==> config.mk <==
export PLATFORM = sky130hd
export DESIGN_NAME = mc_ctrl
export DESIGN_NICKNAME = d
export VERILOG_FILES = /design/src/rtl/mc_ctrl.sv
export SDC_FILE = /design/constraint.sdc
export NUM_CORES = 1
export LEC_CHECK = 0
export CAP_MARGIN = 20
export CORE_MARGIN = 2
export CORE_UTILIZATION = 49
export DETAILED_ROUTE_END_ITERATION = 12
export PLACE_DENSITY_LB_ADDON = 0.2
export SYNTH_ARGS = -nofsm -noshare
export SYNTH_HDL_FRONTEND = slang
export SYNTH_SLANG_ARGS = --single-unit
==> constraint.sdc <==
create_clock -name clk -period 3.3 [get_ports clk]
set_input_delay 0.66 -clock clk [delete_from_list [all_inputs] [get_ports clk]]
set_output_delay 0.66 -clock clk [all_outputs]
set_load 0.02 [all_outputs]
==> src/rtl/mc_ctrl.sv <==
// rtl/mc_ctrl.sv - multicycle MIPS-subset control FSM with retired-instruction counter
module mc_ctrl (
  input  logic        clk,
  input  logic        reset,
  input  logic [5:0]  op,
  input  logic [5:0]  funct,
  input  logic        zero,
  output logic        PCWr,
  output logic        IRWr,
  output logic        EXTOp,
  output logic [1:0]  ALUSrcB,
  output logic [1:0]  ALUOp,
  output logic [1:0]  NPCOp,
  output logic        RegWr,
  output logic        MemWr,
  output logic [1:0]  RegDst,
  output logic [1:0]  MemToReg,
  output logic [3:0]  state,
  output logic        ill,
  output logic [31:0] retired
);

  localparam logic [3:0] S_FETCH  = 4'd0;
  localparam logic [3:0] S_DECODE = 4'd1;
  localparam logic [3:0] S_MADDR  = 4'd2;
  localparam logic [3:0] S_MRD    = 4'd3;
  localparam logic [3:0] S_MWB    = 4'd4;
  localparam logic [3:0] S_MWR    = 4'd5;
  localparam logic [3:0] S_EXR    = 4'd6;
  localparam logic [3:0] S_ALUWB  = 4'd7;
  localparam logic [3:0] S_EXI    = 4'd8;
  localparam logic [3:0] S_BRANCH = 4'd9;
  localparam logic [3:0] S_JUMP   = 4'd10;

  localparam logic [5:0] OP_R   = 6'b000000;
  localparam logic [5:0] OP_ORI = 6'b001101;
  localparam logic [5:0] OP_LUI = 6'b001111;
  localparam logic [5:0] OP_LW  = 6'b100011;
  localparam logic [5:0] OP_SW  = 6'b101011;
  localparam logic [5:0] OP_BEQ = 6'b000100;
  localparam logic [5:0] OP_J   = 6'b000010;
  localparam logic [5:0] OP_JAL = 6'b000011;
  localparam logic [5:0] F_ADDU = 6'b100001;
  localparam logic [5:0] F_SUBU = 6'b100011;
  localparam logic [5:0] F_JR   = 6'b001000;

  logic [3:0] nxt;
  logic [5:0] op_q, funct_q, dop, dfn;
  logic is_r, is_addu, is_subu, is_jr, is_ori, is_lui, is_lw, is_sw, is_beq, is_j, is_jal;
  logic ext, term;

  // DECODE looks at the live IR fields; every later state uses the copy taken in DECODE
  assign dop     = (state == S_DECODE) ? op    : op_q;
  assign dfn     = (state == S_DECODE) ? funct : funct_q;
  assign is_r    = (dop == OP_R);
  assign is_addu = is_r && (dfn == F_ADDU);
  assign is_subu = is_r && (dfn == F_SUBU);
  assign is_jr   = is_r && (dfn == F_JR);
  assign is_ori  = (dop == OP_ORI);
  assign is_lui  = (dop == OP_LUI);
  assign is_lw   = (dop == OP_LW);
  assign is_sw   = (dop == OP_SW);
  assign is_beq  = (dop == OP_BEQ);
  assign is_j    = (dop == OP_J);
  assign is_jal  = (dop == OP_JAL);
  assign ext     = is_lw || is_sw || is_beq;
  assign term    = (state == S_MWB) || (state == S_MWR) || (state == S_ALUWB) ||
                   (state == S_BRANCH) || (state == S_JUMP);

  always_comb begin
    nxt      = S_FETCH;
    PCWr     = 1'b0;
    IRWr     = 1'b0;
    EXTOp    = 1'b0;
    ALUSrcB  = 2'd0;
    ALUOp    = 2'd0;
    NPCOp    = 2'd0;
    RegWr    = 1'b0;
    MemWr    = 1'b0;
    RegDst   = 2'd0;
    MemToReg = 2'd0;
    ill      = 1'b0;
    if (state >= S_DECODE && state <= S_JUMP) EXTOp = ext;
    case (state)
      S_FETCH: begin
        IRWr    = 1'b1;
        PCWr    = 1'b1;
        ALUSrcB = 2'd1;
        nxt     = S_DECODE;
      end
      S_DECODE: begin
        if (is_lw || is_sw)                nxt = S_MADDR;
        else if (is_addu || is_subu)       nxt = S_EXR;
        else if (is_ori || is_lui)         nxt = S_EXI;
        else if (is_beq)                   nxt = S_BRANCH;
        else if (is_j || is_jal || is_jr)  nxt = S_JUMP;
        else                               ill = 1'b1;
      end
      S_MADDR: begin
        ALUSrcB = 2'd2;
        nxt     = is_lw ? S_MRD : S_MWR;
      end
      S_MRD: nxt = S_MWB;
      S_MWB: begin
        RegWr    = 1'b1;
        MemToReg = 2'd1;
      end
      S_MWR: MemWr = 1'b1;
      S_EXR: begin
        ALUOp = is_subu ? 2'd1 : 2'd0;
        nxt   = S_ALUWB;
      end
      S_EXI: begin
        ALUSrcB = 2'd2;
        ALUOp   = is_lui ? 2'd3 : 2'd2;
        nxt     = S_ALUWB;
      end
      S_ALUWB: begin
        RegWr  = 1'b1;
        RegDst = is_r ? 2'd1 : 2'd0;
      end
      S_BRANCH: begin
        ALUOp = 2'd1;
        NPCOp = 2'd1;
        PCWr  = zero;
      end
      S_JUMP: begin
        PCWr  = 1'b1;
        NPCOp = is_jr ? 2'd3 : 2'd2;
        if (is_jal) begin
          RegWr    = 1'b1;
          RegDst   = 2'd2;
          MemToReg = 2'd2;
        end
      end
      default: nxt = S_FETCH;
    endcase
    // Held in reset: no write strobe may escape, including FETCH's own
    if (!reset) begin
      PCWr     = 1'b0;
      IRWr     = 1'b0;
      EXTOp    = 1'b0;
      ALUSrcB  = 2'd0;
      ALUOp    = 2'd0;
      NPCOp    = 2'd0;
      RegWr    = 1'b0;
      MemWr    = 1'b0;
      RegDst   = 2'd0;
      MemToReg = 2'd0;
      ill      = 1'b0;
    end
  end

  always_ff @(posedge clk or negedge reset) begin
    if (!reset) begin
      state   <= S_FETCH;
      op_q    <= 6'd0;
      funct_q <= 6'd0;
      retired <= 32'd0;
    end else begin
      state <= nxt;
      if (state == S_DECODE) begin
        op_q    <= op;
        funct_q <= funct;
      end
      if (term) retired <= retired + 32'd1;
    end
  end

endmodule
==> impl_metrics.py <==
metrics = {
    "floorplanning": {
        "die_h_um": 77.7,
        "die_area_um2": 6040,
        "fp.coreArea_um2": 5170,
        "initial_core_util": 0.515,
        "num_io_pins": 67,
        "chipWidth_um": 77.7,
        "rows": 26,
    },
    "timing": {
        "setup_violations": 0,
        "hold_violations": 0,
        "final_max_slew_viol_count": 0,
        "fmax_mhz": 316,
        "tns_ns": 0,
        "worstMarginPinSlew_ns": 0.497,
        "rsz0062_at_grt": "false",
        "period_needed_ns": 3.16,
        "slew_headroom": 0.668,
        "period_share": 0.958,
        "skew_ns": 0.0105,
    },
    "yosys": {
        "synth_xor_area_frac": 0.109,
        "synth_compound_area_frac": 0.0809,
        "yosys_warnings": 0,
        "syn_nets": 302,
        "ys_seq_area_frac": 0.451,
        "ys_ff_latch": 48,
        "synthMuxAreaShare": 0.00846,
        "synth-edff-count": 0,
        "synth_top_family_by_area": "simple AND/OR/NAND/NOR gates",
        "avgSynthCellArea_um2": 9.31,
        "yosysTopAreaCell": "dfrtp_1",
        "synthCells": 286,
        "synth-simple-area-share": 0.313,
        "synth_fa_ha_area_frac": 0.00470,
        "yosysTopAreaCellShare": 0.451,
        "synthTopCellsByArea": "dfrtp_1, xnor2_1, nand2_1",
        "ys_types": 46,
        "syn_area_um2": 2660,
        "synthArstFlopShare": 1.00,
        "ys.flop_type": "dfrtp_1",
    },
    "power": {
        "power.internal_mw": 1.48,
        "p_sw_mw": 0.996,
        "combPwrFrac": 0.492,
        "p_leak_nw": 1.61,
        "power.density_nw_per_um2": 679,
        "pwr-share-clk": 0.177,
        "seqPwrFrac": 0.331,
        "ir_drop_v": 0.000369,
        "switching_share": 0.402,
    },
    "grt": {
        "grt_max_degree": 33,
        "globalRoute.totalOverflow": 0,
        "grt_pass1_vias": 2340,
        "antenna_found_initial": 0,
        "grt_usage": 0.232,
        "grt_pass1_wl_um": 11200,
    },
    "route": {
        "viasPerCell": 5.52,
        "avgRoutedWirePerCell_um": 15.1,
        "vias": 2444,
        "drc": 0,
        "drt-initial-drc-count": 143,
        "final_antenna_net_count": 0,
        "drt_wl_total_um": 6680,
        "dr.pass1.iters": 5,
    },
    "run": {
        "drv_cap": 0,
    },
    "finish": {
        "diodes": 0,
        "seqCellArea_um2": 1200,
        "multi_input_area_um2": 1380,
        "stdcell_count": 443,
        "drive_gt1_frac": 0.126,
        "final_nets": 388,
        "fillCellCount": 416,
        "syn_to_final_growth_pct": 37.2,
        "mostFrequentLayoutCells": "clkdlybuf4s50_1, nand2_1, dfrtp_1",
        "final_common_cell": "clkdlybuf4s50_1",
    },
    "place": {
        "dp_cells": 435,
        "dp_hpwl_um": 4950,
        "place_congestion": 0.937,
        "port_buffers": 66,
    },
    "clock_network": {
        "cts_root_buf": "clkbuf_8",
        "cts_tree": "built",
        "cts_hold_buf": 0,
        "post-cts-setup-buffers": 0,
        "h-tree-depth": 2,
        "cts_buffers": 5,
        "clock_sinks": 48,
        "cts_buffer_depth": 2,
        "clk_pin_slew_worst_paths_ns": 0.09,
        "clock_latency_ns": 0.31,
        "cts-resized-gates": 8,
    },
    "setup_path": {
        "cp.arrival_ns": 2.50,
        "critical_path_class": "reg -> out",
        "critPathCaptureType": "primary output",
        "startpoint_type": "flip-flop",
        "cp_data_required_time_ns": 2.64,
        "cp_max_fo": 3,
    },
    "hold_path": {
        "holdCritPathClass": "in -> async",
    },
    "status": {
        "status": "finished clean",
    },
}
[flip-flops by register name, indices dropped and copies added (netlist names)]
signal,cells
retired,32
state,4
op_q,6
funct_q,6
[power groups by stage]
stage / Sequential, mW / Combinational (mW) / Clock [mW]
floorplan: 0.863 / 0.696 / 0
global placement: 0.820 / 1.19 / 0
detailed placement: 0.824 / 1.21 / 0
CTS: 0.817 / 1.22 / 0.446
global route: 0.842 / 1.35 / 0.477
finish: 0.819 / 1.22 / 0.439
[logic make-up after synthesis]
logic type	Yosys count
and+or+nand+nor	155
DFF	48
adders and majority gates	1
AOI/OAI and AO/OA	30
muxes	2
xor gates and xnor gates	33
buffers and inverters	17
[Yosys cell counts (2+ instances only)]
master,count
o21ai_0,3
mux2_2,2
or4b_1,2
nor3_1,10
and3_1,11
nand2_1,52
nand4b_1,2
nor2b_1,3
a21o_1,3
and4_1,6
xor2_1,7
nand4_1,14
buf_4,2
nand2b_1,7
nand3_1,11
inv_1,2
xnor2_1,26
and2_1,4
clkbuf_1,9
dfrtp_1,48
nor3b_1,2
buf_2,2
nor4b_1,3
or4_1,3
a32oi_1,2
nor2_1,18
buf_6,2
or3_1,4
a21oi_1,9
[worst max-delay path, stage by stage, from the launching register on]
cell           delay (ns)
dfrtp_1              0.43
nor4b_4              0.33
mux2_2               0.38
or4_1                0.52
a211oi_2             0.19
dlygate4sd2_1        0.35
[through the flow]
step	power (mW)	hold WS (ns)	util	instance area, um^2	setup WS (ns)
after floorplan	1.56	0.364	-	2660	0.0828
after global placement	2.01	0.461	0.683	3530	-0.100
after detailed placement	2.03	0.478	0.683	3530	-0.122
after CTS	2.48	0.391	0.706	3650	0.0384
after global routing	2.66	0.422	0.706	3650	0.0299
final	2.48	0.389	0.706	3650	0.137
[per-layer routing]
| metal | global-route usage | routed length [um] | up-vias |
|---|---|---|---|
| met5 | 0 | 0 | - |
| met3 | 0.0395 | 296 | 10 |
| met4 | 0.0821 | 102 | 0 |
| met1 | 0.333 | 3160 | 1171 |
| li1 | - | - | 1183 |
| met2 | 0.355 | 3120 | 80 |
[final timing paths]
check	startpoint	end	slack, ns	cells after the start
worst max-delay path	state[1]	RegWr	0.14	5
worst min-delay path	reset	state[2]	0.39	2
worst max register to register	state[3]	retired[13]	1.03	6
worst min register to register	retired[19]	retired[19]	0.49	1
max in group asynchronous	reset	retired[5]	2.54	2
min in group clk	retired[19]	retired[19]	0.49	1
[final cells by class]
cell class	count	area share
multi-input cells	221	0.378
well taps	70	0.0240
repair buffers	94	0.235
flip-flops and latches	48	0.329
clock inverters	3	0.0130
inverters	2	0.00206
clock buffers	5	0.0188
Note: power is estimated with default switching activity, not from simulation.
==> patch 1 (same settings) <==
Put a register stage on the output `EXTOp`, with the module's reset. The value now appears one clock later. The other outputs are not delayed to match.
--- a/src/rtl/mc_ctrl.sv
+++ b/src/rtl/mc_ctrl.sv
@@ -44,6 +44,8 @@
   localparam logic [5:0] F_SUBU = 6'b100011;
   localparam logic [5:0] F_JR   = 6'b001000;
 
+  logic EXTOp_d;
+
   logic [3:0] nxt;
   logic [5:0] op_q, funct_q, dop, dfn;
   logic is_r, is_addu, is_subu, is_jr, is_ori, is_lui, is_lw, is_sw, is_beq, is_j, is_jal;
@@ -71,7 +73,7 @@
     nxt      = S_FETCH;
     PCWr     = 1'b0;
     IRWr     = 1'b0;
-    EXTOp    = 1'b0;
+    EXTOp_d  = 1'b0;
     ALUSrcB  = 2'd0;
     ALUOp    = 2'd0;
     NPCOp    = 2'd0;
@@ -80,7 +82,7 @@
     RegDst   = 2'd0;
     MemToReg = 2'd0;
     ill      = 1'b0;
-    if (state >= S_DECODE && state <= S_JUMP) EXTOp = ext;
+    if (state >= S_DECODE && state <= S_JUMP) EXTOp_d = ext;
     case (state)
       S_FETCH: begin
         IRWr    = 1'b1;
@@ -139,7 +141,7 @@
     if (!reset) begin
       PCWr     = 1'b0;
       IRWr     = 1'b0;
-      EXTOp    = 1'b0;
+      EXTOp_d  = 1'b0;
       ALUSrcB  = 2'd0;
       ALUOp    = 2'd0;
       NPCOp    = 2'd0;
@@ -167,4 +169,12 @@
     end
   end
 
+  always_ff @(posedge clk or negedge reset) begin
+    if (!reset) begin
+      EXTOp <= '0;
+    end else begin
+      EXTOp <= EXTOp_d;
+    end
+  end
+
 endmodule
Behaviour: not the same (Yosys sat finds a counterexample within 4 cycles, from zero or initial values and one cycle with reset low).
==> patch 1 against the original RTL <==
- sequential cell count rose by 1
- wire length fell by 5.9%
- worst hold slack got worse by 0.17 ns
- synthesized area rose by 0.94%
- largest cell class unchanged
- non-clock buffer count fell by 5
- power fell by 4.7%
- sequential power rose by 4.0%
- cell area fell by 0.99%
- setup slack got worse by 0.051 ns
==> patch 1: results <==
[run_status]
outcome = finished clean

[route]
wl_per_cell_um = 14.3
initialDrtViolationCount = 182
first_pass_iters = 4
viasPerCell = 5.59
vias = 2452

[yosys]
synth-xor-area-share_pct = 10.8
syn_inst = 287
syn_nets = 303
yosys-top-cells-count = nand2_1, dfrtp_1, xnor2_1
synth-adder-area-share_pct = 0.466
synth-seq-area-share_pct = 45.6
synth.area.mux_share_pct = 0.838
yosysMostFrequentCell = nand2_1
synth_compound_area_share_pct = 8.01

[timing]
worstMarginPinSlew_ns = 0.541
finClkSkew_ns = 0.00967

[cells_and_area]
final_nets = 384
layout-drive-gt1-share_pct = 11.4
fill_cells = 420

[global_routing]
grt_max_degree = 45
grt_pass1_vias = 2199
grt_usage_pct = 21.2

[clock_tree]
clk_latency_ns = 0.29

[place]
gp_congestion = 0.916
dp.cells = 430
dp_hpwl_um = 4760

[power]
p_leak_nw = 1.59
ir_drop_mv = 0.598
powerComb_mw = 1.16
p_clk_mw = 0.349
switching_share_pct = 41.3

[setup_path]
crit_fanout = 6
slowest_delay_ns = 0.54
crit_arrival_ns = 2.55
## patch 1: layout make-up
| type | count | area (sq um) | share of cell area, % |
|---|---|---|---|
| clock inverters | 3 | 22.5 | 0.623 |
| flip-flops and latches | 49 | 1230 | 33.9 |
| clock buffers | 5 | 68.8 | 1.90 |
| repair buffers | 89 | 822 | 22.7 |
| well taps | 70 | 87.6 | 2.42 |
| inverters | 2 | 7.51 | 0.208 |
| multi-input cells | 221 | 1380 | 38.2 |
## patch 1: final timing paths
check | depth (start not counted) | slack (ns) | from | end
setup reg to reg | 6 | 1.05 | state[3]$_DFF_PN0_ | state[1]$_DFF_PN0_
hold / removal | 1 | 0.22 | reset | state[0]$_DFF_PN0_
min in group clk | 1 | 0.47 | retired[31]$_DFFE_PN0P_ | retired[31]$_DFFE_PN0P_
setup / recovery | 5 | 0.09 | state[3]$_DFF_PN0_ | RegWr
hold reg to reg | 1 | 0.47 | retired[31]$_DFFE_PN0P_ | retired[31]$_DFFE_PN0P_
max in group asynchronous | 2 | 2.28 | reset | retired[21]$_DFFE_PN0P_
## patch 1: stage by stage
stage	setup slack [ns]	power (mW)	hold slack (ns)	cell area, sq um
CTS	0.0354	2.35	0.216	3610
floorplan	0.0828	1.57	0.364	2690
global placement	-0.0683	1.97	0.462	3510
detailed placement	-0.107	1.99	0.462	3510
global route	0.00126	2.52	0.220	3610
finish	0.0856	2.36	0.219	3610
## patch 1: routing by layer
metal  routed length (um)  track usage (%)  share of wire, %  vias up
li1                     -                -                 -     1175
met4                   43             4.39              0.68        0
met2                 3000             33.9                48       86
met1                 2870             30.7                46     1187
met3                  362             3.33               5.8        4
met5                    0                0                 0        -
## patch 1: repair_timing
item	CTS	global route
pin swaps	0	1
gates resized for setup	7	5
setup endpoints to repair	6	3
buffers inserted	0	1
==> patch 2 (config.mk and constraints unchanged) <==
Without the edit above. Register the inputs `op`, `funct` and `zero` before use, with the module's reset. The logic sees them one clock later.
--- a/src/rtl/mc_ctrl.sv
+++ b/src/rtl/mc_ctrl.sv
@@ -44,14 +44,30 @@
   localparam logic [5:0] F_SUBU = 6'b100011;
   localparam logic [5:0] F_JR   = 6'b001000;
 
+  logic [5:0] op_r;
+  logic [5:0] funct_r;
+  logic zero_q;
+
+  always_ff @(posedge clk or negedge reset) begin
+    if (!reset) begin
+      op_r    <= '0;
+      funct_r <= '0;
+      zero_q  <= '0;
+    end else begin
+      op_r    <= op;
+      funct_r <= funct;
+      zero_q  <= zero;
+    end
+  end
+
   logic [3:0] nxt;
   logic [5:0] op_q, funct_q, dop, dfn;
   logic is_r, is_addu, is_subu, is_jr, is_ori, is_lui, is_lw, is_sw, is_beq, is_j, is_jal;
   logic ext, term;
 
   // DECODE looks at the live IR fields; every later state uses the copy taken in DECODE
-  assign dop     = (state == S_DECODE) ? op    : op_q;
-  assign dfn     = (state == S_DECODE) ? funct : funct_q;
+  assign dop     = (state == S_DECODE) ? op_r  : op_q;
+  assign dfn     = (state == S_DECODE) ? funct_r : funct_q;
   assign is_r    = (dop == OP_R);
   assign is_addu = is_r && (dfn == F_ADDU);
   assign is_subu = is_r && (dfn == F_SUBU);
@@ -122,7 +138,7 @@
       S_BRANCH: begin
         ALUOp = 2'd1;
         NPCOp = 2'd1;
-        PCWr  = zero;
+        PCWr  = zero_q;
       end
       S_JUMP: begin
         PCWr  = 1'b1;
@@ -160,8 +176,8 @@
     end else begin
       state <= nxt;
       if (state == S_DECODE) begin
-        op_q    <= op;
-        funct_q <= funct;
+        op_q    <= op_r;
+        funct_q <= funct_r;
       end
       if (term) retired <= retired + 32'd1;
     end
Function: changed (a bounded check fails within 4 cycles, from zero or initial values and one cycle with reset low).
==> patch 2 against the original RTL <==
- setup slack worse by 0.053 ns
- via count is 2.6% lower
- die area is 10% higher
- register-to-register slack worse by 0.07 ns
- sequential cell count is 13 higher
- worst hold slack worse by 0.10 ns
- wire length is 0.67% lower
- first-iteration DRC count is 43% lower
- synthesized area is 11% higher
- cell area is 6.9% higher
- synthesized cell count is 0.70% higher
- power is 14% higher
- highest routed layer unchanged
==> patch 2: results <==
[run_status]
outcome = finished clean

[cells_and_area]
buf_share_pct = 19.1
final-seq-area_sq_mm = 0.00153
clkCellAreaFrac_pct = 4.78
n_all_buffers = 80
seq_share_pct = 39.1
fill_cells = 471
num-multi-input-gates = 211

[yosys]
synth-xor-area-share_pct = 9.80
synth_compound_area_share_pct = 7.13
synth-seq-area-share_pct = 51.8
synth.area.mux_share_pct = 1.66
yosys-top-cells-count = dfrtp_1, nand2_1, xnor2_1

[global_routing]
grt_pass1_vias = 2287
grt_pass1_wl_um = 11000
grt_max_degree = 53

[power]
powerDensity_mw_per_mm2 = 724
powerSeq_mw = 1.03
ir_drop_mv = 0.619

[setup_path]
critPathSlowestCell = or4b_4
ff2ff_setup_slack_ns = 0.96
crit_arrival_ns = 2.56

[route]
first_pass_iters = 4
vias = 2380
routed_wl_um = 6640
initialDrtViolationCount = 81
wl_per_cell_um = 14.9

[timing]
whs_ns = 0.287
finClkSkew_ns = 0.0116
worstMarginPinSlew_ns = 0.659

[place]
dp_hpwl_um = 4840

[clock_tree]
h-tree-depth = 3
cts_inserted_buffers = 9
[patch 2: metal layers]
layer  share of wire [%]  global-route usage (%)  routed length (um)
met1                  48                    30.0                3170
met2                  47                    34.6                3140
met3                 3.8                    5.05                 250
met4                 1.1                    7.12                  76
met5                   0                       0                   0
[patch 2: worst max-delay path, delay by kind of cell, from the launching register on]
family | cells | cell delay, ns
AO/OA/AOI/OAI | 2 | 0.42
buffers and inverters | 2 | 0.47
flip-flops | 1 | 0.42
AND/OR/NAND/NOR | 3 | 0.91
[patch 2: repair_timing]
action                                  in CTS  in global routing
cloned                                       0                  0
pin swaps                                    0                  1
resized for setup                           12                  6
endpoints found under the setup margin       7                  3
[patch 2: worst max-delay path by stage]
stage	slack [ns]	cells past startpoint	endpoint
2_1_floorplan	0.09	7	RegDst[1]
3_3_place_gp	0.07	5	ill
3_5_place_dp	0.04	5	ill
4_1_cts	0.02	5	ill
5_1_grt	0.03	7	ALUOp[0]
6_report	0.08	7	ALUOp[0]
